**src/rtl/issuels_unit.sv**
```systemverilog
// issuels_unit -- load/store issue unit with one operation in flight.
//
// Accepts a LW/SW from the head of the load/store issue queue while idle,
// computes the effective address, drives a single data-memory request and
// (for LW) delivers the loaded word on the common data bus.
//
// Ports:
//   clk, reset        clock; synchronous active-high reset
//   issuels_*         issue-queue head: opcode (0=LW,1=SW), rttag, rtdata,
//                     rsdata (base), imm (offset), ready; done = accepted
//   dmem_*            memory request (en/we/addr/wdata) and response
//                     (rdata/valid, latency >= 1 cycle)
//   lscdb_*           CDB request (req/tag/data) and arbiter grant
//   busy              operation in flight (state != IDLE)
module issuels_unit (
    input  logic        clk,
    input  logic        reset,
    input  logic        issuels_opcode,
    input  logic [5:0]  issuels_rttag,
    input  logic [31:0] issuels_rtdata,
    input  logic [31:0] issuels_rsdata,
    input  logic [31:0] issuels_imm,
    input  logic        issuels_ready,
    output logic        issuels_done,
    output logic        dmem_en,
    output logic        dmem_we,
    output logic [31:0] dmem_addr,
    output logic [31:0] dmem_wdata,
    input  logic [31:0] dmem_rdata,
    input  logic        dmem_valid,
    output logic        lscdb_req,
    input  logic        lscdb_grant,
    output logic [5:0]  lscdb_tag,
    output logic [31:0] lscdb_data,
    output logic        busy
);

    typedef enum logic [1:0] {S_IDLE, S_MEM, S_CDB} state_t;

    state_t     state;
    logic [5:0] op_tag;

    // Accept only from IDLE and never while reset is being applied.
    assign issuels_done = issuels_ready & (state == S_IDLE) & ~reset;
    assign dmem_en      = (state == S_MEM);
    assign lscdb_req    = (state == S_CDB);
    assign busy         = (state != S_IDLE);

    // The memory request fields double as the operation registers, so they
    // are naturally stable for the whole MEM phase. The CDB tag/data are
    // only loaded on the MEM->CDB transition so they hold their last value
    // everywhere else.
    always_ff @(posedge clk) begin
        if (reset) begin
            state      <= S_IDLE;
            dmem_we    <= 1'b0;
            dmem_addr  <= '0;
            dmem_wdata <= '0;
            op_tag     <= '0;
            lscdb_tag  <= '0;
            lscdb_data <= '0;
        end else begin
            case (state)
                S_IDLE: begin
                    if (issuels_ready) begin
                        dmem_we    <= issuels_opcode;
                        dmem_addr  <= issuels_rsdata + issuels_imm;
                        dmem_wdata <= issuels_rtdata;
                        op_tag     <= issuels_rttag;
                        state      <= S_MEM;
                    end
                end
                S_MEM: begin
                    if (dmem_valid) begin
                        if (dmem_we) begin
                            state <= S_IDLE;
                        end else begin
                            lscdb_tag  <= op_tag;
                            lscdb_data <= dmem_rdata;
                            state      <= S_CDB;
                        end
                    end
                end
                S_CDB: begin
                    if (lscdb_grant) state <= S_IDLE;
                end
                default: state <= S_IDLE;
            endcase
        end
    end

endmodule
```
**config.mk**
```make
export PLATFORM = sky130hd
export DESIGN_NAME = issuels_unit
export DESIGN_NICKNAME = d
export VERILOG_FILES = /design/src/rtl/issuels_unit.sv
export SDC_FILE = /design/constraint.sdc
export NUM_CORES = 1
export LEC_CHECK = 0
export ABC_CLOCK_PERIOD_IN_PS = 3600
export CAP_MARGIN = 5
export CORE_AREA = 3 3 119 121
export CTS_CLUSTER_SIZE = 20
export DETAILED_ROUTE_END_ITERATION = 12
export DIE_AREA = 0 0 122 124
export GPL_TIMING_DRIVEN = 0
export PLACE_DENSITY = 0.89
export REMOVE_ABC_BUFFERS = 1
export SKIP_LAST_GASP = 1
export SLEW_MARGIN = 10
export SYNTH_ARGS = -nofsm -noshare
export SYNTH_HDL_FRONTEND = slang
export SYNTH_SLANG_ARGS = --single-unit
```
**constraint.sdc**
```tcl
create_clock -name clk -period 3.6 [get_ports clk]
set_clock_uncertainty 0.1 [all_clocks]
set_input_delay 0.72 -clock clk [delete_from_list [all_inputs] [get_ports clk]]
set_output_delay 0.72 -clock clk [all_outputs]
set_load 0.1 [all_outputs]
```
# Word-level counts from Yosys, hierarchy flattened
# Index checks and enable logic that the tools add are counted.
# W data, S select, Z words.
# totals
ff_bits	111
inputBits	140
out_inout_bits	107
elab_cells	27
# op_classes
add_sub_neg	1
eq_ne	5
muxes	5
bitwise	4
n_reduce_logical	5
# op_table
operator	count
$add A32 B32 Y32	1
$mux W2	4
$pmux W2 S3	1
$reduce_and A3 Y1	2
$ne A2 B1 Y1 const B	2
$and A1 B1 Y1	2
$eq A2 B1 Y1 const B	1
$eq A2 B2 Y1 const B	1
$logic_not A2 Y1	1
$ne A2 B2 Y1 const B	1
$not A1 Y1	2
$reduce_and A2 Y1	1
$reduce_bool A2 Y1	1

# Longest topological paths before layout
# Gate-level depths: netlist (run 1).
# depth
word_depth	3
mapped_depth	9
ltp_nobuf	9

# Least setup slack after synthesis (run 1)
# Ideal clock, no wire load.
# synth_timing
path_kind	in2reg
from	input port issuels_rsdata[0]
to	register dmem_addr[30]
setup_time_ps	127
t_arrival_ps	2830
required_time_ps	3373
setup_slack_ps	543
stages	9
n_path_buf	0
cell_sequence	ha_1 fa_1 a21o_1 a221o_1 o211ai_1 a41oi_2 a31oi_1 nor3_1 or3b_1
# synth_via
elab_chain_cells	1
# synth_lines
item	line	rtl
start, declared	21	input logic [31:0] issuels_rsdata,
$add A32 B32 Y32	67	dmem_addr <= issuels_rsdata + issuels_imm;
end signal, assigned	67	
end, declared	27	output logic [31:0] dmem_addr,
# Every way passes these cells.
# A chain may end at the register's enable or synchronous reset.

# Worst setup path after layout (run 1)
# layout_timing
from	input port reset
to	output port issuels_done
# layout_via
elab_chain_cells	2
# layout_lines
item	line	rtl
start, declared	17	input logic reset,
$not A1 Y1	44	assign issuels_done = issuels_ready & (state == S_IDLE) & ~reset;
$and A1 B1 Y1	44	
end, declared	24	output logic issuels_done,
# Every way passes these cells.

==> metrics.txt, run 1 <==
status=complete, no violations; Slew headroom=between 20% and 30%; hold crit path type=register to register; CTS max path bufs=2; crit end category=output pin; register area share after synthesis=about two fifths; final hold viol count=0; Async S/R FF share, synth=0%; GRT Util Overall=between 20% and 30%; Storage cell area=about 2200 sq um; dpl hpwl=about 13 mm; Post-synth EDFFs=0; RSZ-0062 raised after global routing=no; post-place setup slack=-1.270 ns; total setup buffers inserted after CTS=0; Iter 0 DRT Violations=about 400; later-pin clock latency in the skew report=approximately 0.35 ns; Ys Warns=0; first-pass GRT wire length=about 26 mm; largest net degree at the start of global routing=between 60 and 70; CP required=about 2.8 ns; diode count=0; via count=about 6000; vias per cell=between 5 and 6; Avg Cell Area, Syn=about 7.7 sq um; Tcrit/Tclk final=a little over nine tenths; Cell variety after synth=61; final critical-path required period=3.454 ns; final instance area=8562 sq um; first-pass iteration count of the detailed router=5; routed wire length=17.49 mm; Root Driver=clkbuf_16; Filler cells=between 1000 and 1500; Post-Synthesis Cells=between 700 and 800; ys flop type=dfxtp_1; Cell Area, Placed=about 8200 sq um; final cell utilization of the core=between 60% and 70%; min setup slack post-route=0.1461 ns; f_max=between 200 and 300 MHz; share of cells above drive strength 1=under 10%; synthesized cell area=approximately 5600 sq um; multi-input logic area=3226 sq um; Slew Limit Fails=0; VDD IR max=between 0.0002 and 0.0003 V; synthesis-to-layout area growth=51.97%; synth top area cells=dfxtp_1 (39%), nand2_1 (14%), a21oi_1 (11%); WL/cell=approximately 15 microns; clock buffer count from CTS=9; Power Density=450.1 nW/um^2; Tot Pwr=around 3900 uW; final-stage net count=1124; WP data arrival=2.63 ns; Die Wd=roughly 120 microns; Max Cap Viol=0; top cell type's share of synthesized area=between 30 and 40%; Max FO, Critical Path=60; vias in the first global route=about 5400; num rows=42; drt drc=0; DIE HEIGHT=124 microns; Initial Util=between 40% and 50%; crit path kind=primary input to output pin; count leader, synth=nand2_1; CP startpoint kind=primary input; Worst Tran Pin Value=roughly 1.1 ns; core area=about 13000 sq um; Post-synth top cells=nand2_1 (210), a21oi_1 (123), dfxtp_1 (111); LEAKAGE=0.003205 uW; antenna-violating nets left=0; IO Count=between 200 and 250; Clock Sink Count=around 110; Die ar.=~15000 sq um; CTS tree=yes; initial antenna violation count=0; final setup violation count=0; PortBufs=roughly 250; Clock transition at path regs=about 0.08 ns; total grt overflow=0; area leader, netlist=dfxtp_1; #FFs+latches synth=~110; Hold-fix buffers, CTS=0; GPL Wtd Cong=around 0.87; CTS H-tree lvls=3
sequential cells by signal, indices dropped and copies added, names as in the netlist:
register and count:
state 2, dmem_addr 32, dmem_we 1, lscdb_data 32, op_tag 6, dmem_wdata 32
lscdb_tag 6
critical path: stages:
cell	delay (ns)
buf_6	0.28
buf_16	0.27
inv_1	0.23
nand2_2	0.32
clkinvlp_4	0.35
clkbuf_4	0.38
layout make-up:
type	count	share of cell area (%)
timing repair buffer	250	29.71
tap	176	2.572
clock inverter	6	0.8914
sequential	111	25.95
inverter	11	0.5261
clock buffer	10	2.674
multi-input combinational	569	37.67
worst paths after layout:
check	depth (start not counted)	end	startpoint	slack, ns
setup / recovery	6	issuels_done	reset	0.15
hold / removal	2	dmem_addr[7]	dmem_addr[7]	0.35
setup reg to reg	7	dmem_addr[19]	state[1]	1.34
hold reg to reg	2	dmem_addr[7]	dmem_addr[7]	0.35
per-stage QoR:
step / setup TNS (ns) / instances / hold slack, ns
5_1_grt: 0 / 1133 / 0.3682
4_1_cts: 0 / 1132 / 0.3530
3_3_place_gp: -97.11 / 1112 / 0.3331
2_1_floorplan: -1.343 / 690 / 0.3260
3_5_place_dp: -1.693 / 1116 / 0.3407
6_report: 0 / 1133 / 0.3513
report_power, final:
group,switching (uW),total (uW),internal [uW]
logic,994,1460,465
clock network,488,1040,552
registers,42.9,1350,1310
total,1520,3850,2330
repair_timing:
action                     4_1_cts  5_1_grt
setup endpoints to repair        1        1
resized for setup                8        2
cloned                           0        1
routing by layer:
layer	global-route usage, %	up-vias	part of all wire, %
li1	-	2994	-
met1	25.30	2743	40
met3	4.178	35	7.8
met4	9.874	0	2.9
met5	0	-	0
met2	38.74	257	49
placed cells by master (no fill, tap or decap), types with 3 or more instances in the layout:
cell / instances
clkdlybuf4s50_1: 244
nand2_1: 208
a21oi_1: 123
dfxtp_1: 111
ha_1: 31
nor2_1: 26
o21ai_0: 23
xnor2_1: 14
nand3_1: 12
inv_1: 10
o211ai_1: 10
clkbuf_16: 9
a21o_1: 8
o21a_1: 8
a211oi_1: 7
nor3_1: 7
and3_1: 6
or3_1: 6
nor2b_1: 5
nand4_1: 5
and2_1: 4
a31oi_1: 4
o21bai_1: 4
xor2_1: 4
nand3b_1: 3
a221o_1: 3
a32o_1: 3
o31ai_1: 3
clkinv_4: 3
cell families (layout without fill, tap and decap cells):
| logic type | count (synthesis) | after routing | share of synthesized area (%) |
|---|---|---|---|
| AO/OA/AOI/OAI | 217 | 217 | 23.78 |
| XOR/XNOR | 18 | 18 | 2.798 |
| adder cells (fa/ha/maj) | 32 | 32 | 7.240 |
| buffers and inverters | 52 | 277 | 3.598 |
| flip-flops | 111 | 111 | 39.44 |
| AND/OR/NAND/NOR | 301 | 302 | 23.14 |
(Power assumes the default switching activity.)
==> run 2, diff against run 1 <==
- HOLD_SLACK_MARGIN: not set -> 0.02
==> results of run 2 <==
No change in the layout: final DEF, timing and power equal those of run 1.
